<file path="src/rtl/vit_accel_pkg.sv">
// Shared types and helpers for the operand-buffer readers.
// Latency: n/a (package only).
// Backpressure: n/a (package only).
package vit_accel_pkg;

    localparam int DATA_WIDTH      = 8;
    localparam int MEM_DEPTH       = 8;
    localparam int ADDR_WIDTH      = 3;
    localparam int NUM_MACS        = 2;
    localparam int NUM_PEs_PER_ROW = 4;
    localparam int W               = NUM_PEs_PER_ROW * NUM_MACS * DATA_WIDTH;

    typedef enum logic [1:0] {
        IDLE  = 2'd0,
        RUN   = 2'd1,
        DRAIN = 2'd2
    } reader_state_t;

    // Clamp a requested run length to the number of buffer entries.
    function automatic int sat_len(input int l, input int depth);
        return (l > depth) ? depth : l;
    endfunction

endpackage

</file>
<file path="src/rtl/a_stream_fifo.sv">
// Two-entry FIFO carrying a data word plus a last-beat flag.
// Latency: push visible at the head the cycle after the push edge.
// Backpressure: caller must not push when full or pop when empty; occ is exported for credit logic.
module a_stream_fifo #(
    parameter int WIDTH = 64
) (
    input  logic             clk,
    input  logic             rst_n,
    input  logic             push,
    input  logic [WIDTH-1:0] push_data,
    input  logic             push_last,
    input  logic             pop,
    output logic [1:0]       occ,
    output logic [WIDTH-1:0] head_data,
    output logic             head_last
);

    logic [WIDTH-1:0] data_q [2];
    logic             last_q [2];
    logic             wptr;
    logic             rptr;
    logic [1:0]       cnt;

    // Storage, pointers and occupancy; storage is cleared so the head reads zero after reset.
    always_ff @(posedge clk or negedge rst_n) begin
        if (!rst_n) begin
            for (int i = 0; i < 2; i++) begin
                data_q[i] <= '0;
                last_q[i] <= 1'b0;
            end
            wptr <= 1'b0;
            rptr <= 1'b0;
            cnt  <= 2'd0;
        end else begin
            if (push) begin
                data_q[wptr] <= push_data;
                last_q[wptr] <= push_last;
                wptr         <= ~wptr;
            end
            if (pop) begin
                rptr <= ~rptr;
            end
            cnt <= cnt + {1'b0, push} - {1'b0, pop};
        end
    end

    assign occ       = cnt;
    assign head_data = data_q[rptr];
    assign head_last = last_q[rptr];

endmodule

</file>
<file path="src/rtl/a_buff_reader.sv">
// Issues a run of consecutive A-buffer reads and streams the returned words to the PE rows.
// Latency: first read in the cycle after start is sampled; first beat two cycles after that.
// Backpressure: full valid/ready; reads are throttled so at most two words are ever outstanding.
module a_buff_reader
    import vit_accel_pkg::*;
#(
    parameter int DATA_WIDTH      = vit_accel_pkg::DATA_WIDTH,
    parameter int MEM_DEPTH       = vit_accel_pkg::MEM_DEPTH,
    parameter int ADDR_WIDTH      = vit_accel_pkg::ADDR_WIDTH,
    parameter int NUM_MACS        = vit_accel_pkg::NUM_MACS,
    parameter int NUM_PEs_PER_ROW = vit_accel_pkg::NUM_PEs_PER_ROW,
    localparam int WW             = NUM_PEs_PER_ROW * NUM_MACS * DATA_WIDTH
) (
    input  logic                       clk,
    input  logic                       rst_n,
    input  logic                       start,
    input  logic [ADDR_WIDTH-1:0]      base_addr,
    input  logic [ADDR_WIDTH:0]        len,
    output logic                       busy,
    output logic                       done,
    output logic                       buf_en,
    output logic [NUM_PEs_PER_ROW-1:0] buf_wr,
    output logic [ADDR_WIDTH-1:0]      buf_addr,
    input  logic [WW-1:0]              buf_out,
    output logic [WW-1:0]              out_data,
    output logic                       out_valid,
    input  logic                       out_ready,
    output logic                       out_last
);

    localparam logic [ADDR_WIDTH+1:0] DEPTH_W = (ADDR_WIDTH+2)'(MEM_DEPTH);

    reader_state_t         state;
    reader_state_t         state_nxt;
    logic [ADDR_WIDTH-1:0] base_q;
    logic [ADDR_WIDTH:0]   len_q;
    logic [ADDR_WIDTH:0]   issued;
    logic [ADDR_WIDTH:0]   len_sat;
    logic [ADDR_WIDTH+1:0] addr_sum;
    logic [2:0]            pend;
    logic                  credit_ok;
    logic                  last_issue;
    logic                  inflight;
    logic                  inflight_last;
    logic                  pop;
    logic                  fin;
    logic                  done_nxt;
    logic [1:0]            occ;
    logic                  head_last;

    assign len_sat    = (ADDR_WIDTH+1)'(sat_len(int'(len), MEM_DEPTH));
    assign pop        = out_valid && out_ready;
    // Words outstanding = FIFO entries plus the read in flight; a pop this edge frees a slot.
    assign pend       = {1'b0, occ} + {2'b0, inflight};
    assign credit_ok  = pend < (3'd2 + {2'b0, pop});
    assign last_issue = (issued == (len_q - 1'b1));
    // Explicit modulo wrap so non-power-of-two depths also work; base and issued are both < depth.
    assign addr_sum   = {2'b0, base_q} + {1'b0, issued};
    assign buf_addr   = (addr_sum >= DEPTH_W) ? ADDR_WIDTH'(addr_sum - DEPTH_W)
                                              : ADDR_WIDTH'(addr_sum);
    // Run is complete once nothing is in flight and the last FIFO entry leaves this edge.
    assign fin        = (state == DRAIN) && !inflight &&
                        ((occ == 2'd0) || ((occ == 2'd1) && pop));

    assign busy      = (state != IDLE);
    assign buf_wr    = '0;
    assign out_valid = (occ != 2'd0);
    assign out_last  = out_valid && head_last;

    // State register.
    always_ff @(posedge clk or negedge rst_n) begin
        if (!rst_n) begin
            state <= IDLE;
        end else begin
            state <= state_nxt;
        end
    end

    // Next-state, read issue and completion strobe.
    always_comb begin
        state_nxt = state;
        buf_en    = 1'b0;
        done_nxt  = 1'b0;
        case (state)
            IDLE: begin
                if (start) begin
                    if (len_sat != '0) begin
                        state_nxt = RUN;
                    end else begin
                        done_nxt = 1'b1;
                    end
                end
            end
            RUN: begin
                if ((issued < len_q) && credit_ok) begin
                    buf_en = 1'b1;
                    if (last_issue) begin
                        state_nxt = DRAIN;
                    end
                end
            end
            DRAIN: begin
                if (fin) begin
                    state_nxt = IDLE;
                    done_nxt  = 1'b1;
                end
            end
            default: state_nxt = IDLE;
        endcase
    end

    // Run parameters, issue counter, in-flight tracking and done pulse.
    always_ff @(posedge clk or negedge rst_n) begin
        if (!rst_n) begin
            base_q        <= '0;
            len_q         <= '0;
            issued        <= '0;
            inflight      <= 1'b0;
            inflight_last <= 1'b0;
            done          <= 1'b0;
        end else begin
            if ((state == IDLE) && start && (len_sat != '0)) begin
                base_q <= base_addr;
                len_q  <= len_sat;
                issued <= '0;
            end else if (buf_en) begin
                issued <= issued + 1'b1;
            end
            inflight      <= buf_en;
            inflight_last <= buf_en && last_issue;
            done          <= done_nxt;
        end
    end

    a_stream_fifo #(
        .WIDTH (WW)
    ) u_fifo (
        .clk       (clk),
        .rst_n     (rst_n),
        .push      (inflight),
        .push_data (buf_out),
        .push_last (inflight_last),
        .pop       (pop),
        .occ       (occ),
        .head_data (out_data),
        .head_last (head_last)
    );

endmodule

</file>
<file path="config.mk">
export PLATFORM = sky130hd
export DESIGN_NAME = a_buff_reader
export DESIGN_NICKNAME = d
export VERILOG_FILES = /design/src/rtl/vit_accel_pkg.sv /design/src/rtl/a_stream_fifo.sv /design/src/rtl/a_buff_reader.sv
export SDC_FILE = /design/constraint.sdc
export NUM_CORES = 1
export LEC_CHECK = 0
export ABC_CLOCK_PERIOD_IN_PS = 2000
export BUFFER_PORTS_ARGS = -buffer_cell sky130_fd_sc_hd__buf_2
export CORE_MARGIN = 3
export CORE_UTILIZATION = 51
export CTS_BUF_LIST = sky130_fd_sc_hd__clkbuf_2
export DETAILED_ROUTE_END_ITERATION = 8
export PLACE_DENSITY = 0.87
export SYNTH_ARGS = -nofsm -noshare
export SYNTH_HDL_FRONTEND = slang
export SYNTH_SLANG_ARGS = --single-unit
export TNS_END_PERCENT = 50
</file>
<file path="constraint.sdc">
create_clock -name clk -period 2 [get_ports clk]
set_input_delay 0.6 -clock clk [delete_from_list [all_inputs] [get_ports clk]]
set_output_delay 0.6 -clock clk [all_outputs]
set_load 0.005 [all_outputs]
</file>
==> impl_metrics.toml, run 1 <==
[cts]
clk_pin_slew_ns = 0.19
h-tree-depth = 4
clockRootBuffer = "clkbuf_2"
cts_buffers = 17
cts_sinks = 150
clk-insertion-delay-late_ns = 0.72
cts_tree = "yes"
clock_path_buffers = 2

[sta]
min_period_ns = 2.700
setup_slack_ns = -0.7003
skew_ns = 0.02562
fin_setup_tns_ns = -39.45
fmax_mhz = 370.3
period_share_pct = 135.0
finalHoldViolCount = 0
drv_slew = 0
setup_viol = 71
whs_ns = 0.09536
grt_setup_unrepaired = "yes"

[routing]
avgRoutedWirePerCell_um = 19.24
drt_wl_total_um = 16060
vias_per_cell = 5.304
via_count = 4429
first_pass_iters = 4
drc_errors = 0
drt-initial-drc-count = 167
postRouteAntennaNets = 0

[worst_setup_path]
critPathKind = "flip-flop to output pin"
worstPathMaxFanout = 3
start_kind = "flip-flop"
arrival_ns = 2.10
worst_setup_path_end_kind = "output pin"
critical_path_required_ns = 1.40

[place]
hpwlAfterDp_um = 9513
gp_congestion = 0.8207
post-place-ws_ns = -0.02348
port_buffers = 146

[power_and_ir_drop]
seqPwrFrac_pct = 32.0
intPower_mw = 11.45
p_clk_share_pct = 10.9
switching_share_pct = 32.22
powerDensity_mw_per_mm2 = 1866
p_sw_mw = 5.444
irDropWorstVdd_uv = 1148
power_mw = 16.90
leakage_nw = 4.249
p_comb_share_pct = 57.1

[logic_synthesis]
synth_seq_cells = 150
synth_top_area_share_pct = 55.43
synthTopCellsByCount = "mux2_2 (194), dfrtp_1 (150), buf_2 (14), inv_1 (14), nand2_1 (14)"
synth_top_area_cell = "dfrtp_1"
syn-cell-area_mm2 = 0.006771
yosys.area_share.simple_pct = 3.289
avgSynthCellArea_um2 = 14.50
yosysMostFrequentCell = "mux2_2"
async_flop_share_pct = 100.0
synth-adder-area-share_pct = 2.328
synth-edff-count = 0
synth-xor-area-share_pct = 1.681
netlist_instances = 467
synth_ff_type = "dfrtp_1"
ys_types = 34
ys_seq_area_share_pct = 55.43
muxShareOfSynthArea_pct = 32.56
synth_compound_area_share_pct = 1.571
ys_top_cells_by_area = "dfrtp_1 (55%), mux2_2 (32%), ha_1 (2.0%)"
yosys_warnings = 0
synth_top_family_by_area = "multiplexers"

[grt]
antenna_found_initial = 0
grt_pass1_wl_um = 23860
grt_max_degree = 51
grt_pass1_vias = 4769
grt_use_total_pct = 21.13
overflow = 0

[cells_and_area]
nFillCells = 881
area_delta_synth_final_pct = 33.74
fin_nets = 738
drive_gt1_share_pct = 65.91
antenna_cells = 0

[floorplan]
die_area_mm2 = 0.01470
ios = 151
row_count = 41
initial_core_util_pct = 52.80
die_h_um = 121.2
core-area_mm2 = 0.01282
dieWidth_um = 121.2

[run_status]
failed_checks = "negative setup slack"
status = "complete, but fails checks"

[worst_hold_path]
min_path_type = "primary input to flip-flop"

[job]
cap_viol_max_count = 0
layout make-up:
cell class              instances  area, µm²  share of cell area (%)
multi-input cells             280       3093                   34.15
clock inverters                12      160.2                   1.768
clock buffers                  19      95.09                   1.050
flip-flops and latches        150       3755                   41.46
inverters                      14      52.55                  0.5803
well taps                     172      215.2                   2.376
repair buffers                188       1685                   18.61
final timing paths:
path,cells after the start,start,endpoint,slack [ns]
worst max-delay path,6,issued[0],buf_addr[2],-0.70
worst min-delay path,3,base_addr[0],base_q[0],0.1
worst max register to register,9,inflight,issued[3],0.06
worst min register to register,1,inflight_last,u_fifo.last_q[0],0.52
max in group asynchronous,3,rst_n,len_q[2],1.03
min in group asynchronous,2,rst_n,u_fifo.data_q[0],0.37
routing by layer:
layer | part of all wire (%) | vias to the layer above | global-route usage (%)
met5 | 0 | - | 0
met4 | 1.2 | 0 | 6.022
met3 | 6.3 | 20 | 6.807
met2 | 54 | 127 | 37.79
met1 | 39 | 2277 | 24.26
li1 | - | 2005 | -
critical path: stages (launching register included):
cell     delay, ns
dfrtp_1       0.41
ha_1          0.15
inv_1         0.05
fa_2          0.35
xor2_2        0.16
xnor2_1       0.15
buf_2         0.14
cells in the final DEF (no fill, tap or decap), drive strengths merged:
| master | count |
|---|---|
| mux2 | 194 |
| buf | 184 |
| dfrtp | 150 |
| clkbuf | 22 |
| inv | 14 |
| nand2 | 14 |
| ha | 11 |
| xnor2 | 9 |
| o21ai | 8 |
| nor2 | 8 |
| clkinv | 6 |
| nor3 | 5 |
| nand3b | 4 |
| conb | 4 |
| bufinv | 4 |
| xor2 | 4 |
| a21oi | 3 |
| nand2b | 2 |
| nand3 | 2 |
| mux2i | 2 |
| clkinvlp | 2 |
| nor4 | 2 |
| or2 | 1 |
| o21a | 1 |
| or4 | 1 |
| o31ai | 1 |
| and2 | 1 |
| a31o | 1 |
| nor2b | 1 |
| fa | 1 |
| dlygate4sd3 | 1 |
flip-flops by register name, summed over array words and instances, names as in the netlist:
signal,flops
u_fifo.data_q,128
issued,4
len_q,4
base_q,3
state,2
u_fifo.last_q,2
u_fifo.occ,2
done,1
inflight,1
inflight_last,1
u_fifo.rptr,1
u_fifo.wptr,1
metrics by stage:
stage	utilization (%)	cells	cell area, µm²
after detailed placement	61.06	780	7831
after global placement	61.06	780	7831
final	70.61	835	9056
after global routing	70.61	835	9056
after floorplan	-	470	6789
after CTS	67.44	825	8650
power by group through the flow:
stage               clock network, mW  registers (mW)  logic (mW)
floorplan                           0            5.15        4.53
global placement                    0            5.23        6.50
detailed placement                  0            5.40        6.77
CTS                              1.87            5.36        8.45
global route                     2.01            5.57        10.3
finish                           1.84            5.41        9.65
cells by family (layout without fill, tap and decap cells):
family	Yosys count	count (layout)
muxes	196	196
DFF	150	150
and+or+nand+nor	41	41
buffers and inverters	40	233
AOI/OAI and AO/OA	14	14
xor gates and xnor gates	13	13
adders and majority gates	12	12
other	1	4
timing repair:
action / 4_1_cts / 5_1_grt
setup buffers: 7 / 8
setup endpoints to repair: 72 / 72
resized for setup: 72 / 61
pin swaps: 2 / 3
hold buffers: 1 / 0
hold endpoints to repair: 46 / 0
cloned: 6 / 3
(Power assumes the default switching activity.)
==> inputs of run 2 (changes only) <==
Settings changed: RECOVER_POWER set to 100.
==> impl_metrics.toml, run 2 (synthesis results as in run 1) <==
[cells_and_area]
drive_gt1_share_pct = 64.56
area_delta_synth_final_pct = 31.86
nFillCells = 902
antenna_cells = 0
largest_register = "u_fifo.data_q"
reg.largest.list = "u_fifo.data_q (128), issued (4), len_q (4)"
post-route-util_pct = 69.62
layout_commonest_cell = "dfrtp_1"
fin_nets = 738
largest_reg_flops = 128
final_cell_mix = "dfrtp_1 (149), mux2_2 (145), buf_2 (95)"

[routing]
first_pass_iters = 4
via_count = 4410
drt-initial-drc-count = 159
vias_per_cell = 5.281
postRouteAntennaNets = 0
avgRoutedWirePerCell_um = 19.23
drc_errors = 0
drt_wl_total_um = 16050

[floorplan]
die_h_um = 121.2
initial_core_util_pct = 52.80
die_area_mm2 = 0.01470
row_count = 41
dieWidth_um = 121.2
core-area_mm2 = 0.01282
ios = 151

[place]
gp_congestion = 0.8207
hpwlAfterDp_um = 9513
post-place-ws_ns = -0.02348
port_buffers = 146

[sta]
setup_viol = 71
period_share_pct = 134.6
tightest_slew_ns = 1.205
min_period_ns = 2.692
skew_ns = 0.02374
grt_setup_unrepaired = "yes"
setup_slack_ns = -0.6917
finalHoldViolCount = 0
relSlewSlack_pct = 19.68
fin_setup_tns_ns = -40.18
fmax_mhz = 371.5
drv_slew = 0

[cts]
cts_sinks = 150
clock_path_buffers = 2
cts_tree = "yes"
cts_buffers = 17
clk_pin_slew_ns = 0.18
h-tree-depth = 4
clk-insertion-delay-late_ns = 0.73
clockRootBuffer = "clkbuf_2"

[run_status]
status = "complete, but fails checks"
failed_checks = "negative setup slack"

[grt]
grt_pass1_wl_um = 23860
antenna_found_initial = 0
grt_pass1_vias = 4769
grt_max_degree = 51
grt_use_total_pct = 21.13
overflow = 0

[worst_setup_path]
critPathKind = "flip-flop to output pin"
worst_setup_path_end_kind = "output pin"
start_kind = "flip-flop"
arrival_ns = 2.09
worstPathMaxFanout = 2
critical_path_required_ns = 1.40
r2r_cells = 9

[worst_hold_path]
holdPathStages = 3
min_path_type = "primary input to flip-flop"

[job]
cap_viol_max_count = 0

[power_and_ir_drop]
leakage_nw = 4.202
powerDensity_mw_per_mm2 = 1873
power_mw = 16.73
irDropWorstVdd_uv = 1141
run 2: cell count changes in the layout (fill, tap and decap cells not counted), sizes merged:
| cell | before | now |
|---|---|---|
| buf | 184 | 175 |
| clkbuf | 22 | 31 |
run 2: layer usage:
| layer | up-vias | global-route usage, % | share of wire, % |
|---|---|---|---|
| li1 | 2003 | - | - |
| met1 | 2265 | 24.26 | 39 |
| met2 | 122 | 37.79 | 54 |
| met3 | 20 | 6.807 | 6.2 |
| met4 | 0 | 6.022 | 1.2 |
| met5 | - | 0 | 0 |
run 2: per-stage QoR:
stage / cells / hold slack [ns] / instance area (µm²)
after floorplan: 470 / 0.3044 / 6789
after global placement: 780 / 0.4668 / 7831
after detailed placement: 780 / 0.4868 / 7831
after CTS: 825 / 0.03360 / 8650
after global routing: 835 / 0.01840 / 8929
final: 835 / 0.08572 / 8929
run 2: final cells by class:
cell class / instances / area (µm²) / share of cell area (%)
Clock buffer: 19 / 95.09 / 1.065
Clock inverter: 12 / 160.2 / 1.794
Inverter: 14 / 52.55 / 0.5886
Multi-Input combinational cell: 280 / 3064 / 34.32
Sequential cell: 150 / 3755 / 42.05
Tap cell: 172 / 215.2 / 2.410
Timing Repair Buffer: 188 / 1587 / 17.77
run 2: what timing repair did:
action                     4_1_cts  5_1_grt
hold buffers                     1        0
resized for setup               72       61
cloned                           6        3
pin swaps                        2        3
buffers inserted                 7        8
setup endpoints to repair       72       72
hold endpoints to repair        46        0
run 2: worst max-delay path, stage by stage, from the launching register on:
cell and delay [ns]:
dfrtp_1 0.43, ha_2 0.20, ha_4 0.18, nor3_4 0.19
a21oi_2 0.10, nor3_4 0.14, buf_2 0.15
run 2: path summary, 6_finish.rpt:
check	start	slack, ns	endpoint
setup / recovery	inflight	-0.69	buf_en
hold / removal	base_addr[2]	0.09	base_q[2]
setup reg to reg	inflight	0.04	issued[3]
hold reg to reg	u_fifo.data_q[6]	0.53	u_fifo.data_q[6]
max in group asynchronous	rst_n	0.13	u_fifo.data_q[102]
min in group asynchronous	rst_n	0.63	u_fifo.data_q[0]
run 2: report_power, final:
group	internal (mW)	leakage (nW)	total, mW	switching (mW)
clock network	0.804	0.150	1.84	1.03
logic	5.97	2.27	9.49	3.52
registers	4.55	1.78	5.40	0.849
==> inputs of run 3 (changes only) <==
Settings changed: CAP_MARGIN set to 20, CORE_UTILIZATION 51 to 49, CTS_BUF_LIST sky130_fd_sc_hd__clkbuf_2 to unset, PLACE_DENSITY 0.87 to 0.84.
==> impl_metrics.toml, run 3 (synthesis results as in run 1) <==
[run_status]
status = "complete, but fails checks"
failed_checks = "negative setup slack"

[sta]
setup_slack_ns = -0.3809
period_share_pct = 119.0
drv_slew = 0
relSlewSlack_pct = 38.86
tightest_slew_ns = 0.9171
skew_ns = 0.007415
setup_viol = 68
fmax_mhz = 420.0
fin_setup_tns_ns = -15.18
finalHoldViolCount = 0
grt_setup_unrepaired = "yes"
min_period_ns = 2.381

[grt]
grt_max_degree = 47
grt_use_total_pct = 20.10
grt_pass1_vias = 4745
grt_pass1_wl_um = 23380
overflow = 0
antenna_found_initial = 0

[floorplan]
initial_core_util_pct = 50.53
dieWidth_um = 123.6
row_count = 42
core-area_mm2 = 0.01340
ios = 151
die_h_um = 123.6
die_area_mm2 = 0.01527

[worst_hold_path]
min_path_type = "primary input to asynchronous set/reset pin"

[power_and_ir_drop]
powerDensity_mw_per_mm2 = 1952
p_sw_mw = 5.360
p_comb_share_pct = 49.7
switching_share_pct = 30.09
power_mw = 17.81
seqPwrFrac_pct = 30.6
leakage_nw = 4.248
p_clk_share_pct = 19.7
irDropWorstVdd_uv = 1114
intPower_mw = 12.45

[cells_and_area]
layout_commonest_cell = "mux2_2"
drive_gt1_share_pct = 64.43
fin_nets = 730
reg.largest.list = "u_fifo.data_q (128), issued (4), len_q (4)"
final_cell_mix = "mux2_2 (155), dfrtp_1 (150), buf_2 (103)"
area_delta_synth_final_pct = 34.74
largest_register = "u_fifo.data_q"
largest_reg_flops = 128
antenna_cells = 0

[routing]
vias_per_cell = 5.199
drt-initial-drc-count = 146
drc_errors = 0
avgRoutedWirePerCell_um = 18.59
first_pass_iters = 4
postRouteAntennaNets = 0
via_count = 4320
drt_wl_total_um = 15450

[worst_setup_path]
crit_buf_inv = 1
cp_cell_sequence = "ha_1, nor2_1, a21oi_4, nor3_4, buf_2"
r2r_slack_ns = 0.08
arrival_ns = 1.78
critical_path_required_ns = 1.40
start_kind = "flip-flop"
critPathSlowestCell = "dfrtp_1"
critPathKind = "flip-flop to output pin"
max_stage_delay_ns = 0.43
worst_setup_path_end_kind = "output pin"
worstPathMaxFanout = 5
critPathTopFamily = "simple AND/OR/NAND/NOR gates"

[cts]
h-tree-depth = 4
cts_tree = "yes"
ctsHoldBuffers = 0
cts_buffers = 17
cts_sinks = 150
clk_pin_slew_ns = 0.06
clockRootBuffer = "clkbuf_16"
clk-insertion-delay-late_ns = 0.41
clock_path_buffers = 2

[place]
hpwlAfterDp_um = 9357
port_buffers = 146
gp_congestion = 0.8035

[job]
cap_viol_max_count = 0
run 3: timing repair:
item,4_1_cts,5_1_grt
endpoints found under the setup margin,68,68
gates resized for setup,58,59
pin swaps,4,3
gates cloned,6,1
setup buffers,8,4
run 3: metrics by stage:
step | area, µm² | worst slack (ns) | hold WS [ns] | cells | utilization [%]
CTS | 8956 | -0.4121 | 0.08408 | 829 | 66.83
floorplan | 6789 | 0.04017 | 0.3044 | 470 | -
finish | 9124 | -0.3809 | 0.3178 | 831 | 68.09
detailed placement | 7824 | -0.04365 | 0.4782 | 784 | 58.38
global placement | 7824 | -0.04018 | 0.4686 | 784 | 58.38
global route | 9124 | -0.4838 | 0.3806 | 831 | 68.09
run 3: power by group through the flow:
stage	combinational [mW]	clock, mW	sequential (mW)
after global routing	9.57	3.71	5.60
after floorplan	4.53	0	5.15
after CTS	8.14	3.57	5.39
final	8.85	3.51	5.45
after global placement	6.50	0	5.23
after detailed placement	6.73	0	5.39
run 3: area by class of cell:
type                            instances  area [µm²]
Clock inverter                          8       168.9
Multi-Input combinational cell        280        3037
Clock buffer                           23       488.0
Sequential cell                       150        3754
Tap cell                              176       220.2
Inverter                               14       52.55
Timing Repair Buffer                  180        1404
Fill cell                             922        4277
run 3: routing by layer:
metal	vias to the layer above	wire length (µm)	part of all wire [%]	GRT usage, %
li1	1990	-	-	-
met1	2201	6231	40	23.04
met2	111	8254	53	35.68
met3	18	775	5.0	5.855
met4	0	187	1.2	7.197
met5	-	0	0	0
run 3: final timing paths:
| check | to | cells after the start | startpoint |
|---|---|---|---|
| max | buf_en | 5 | issued[1] |
| min | u_fifo.data_q[72] | 1 | rst_n |
| max reg2reg | issued[3] | 8 | u_fifo.occ[0] |
| min reg2reg | base_q[0] | 2 | base_q[0] |
| max in group asynchronous | u_fifo.data_q[103] | 2 | rst_n |
| min in group clk | base_q[0] | 3 | base_addr[0] |
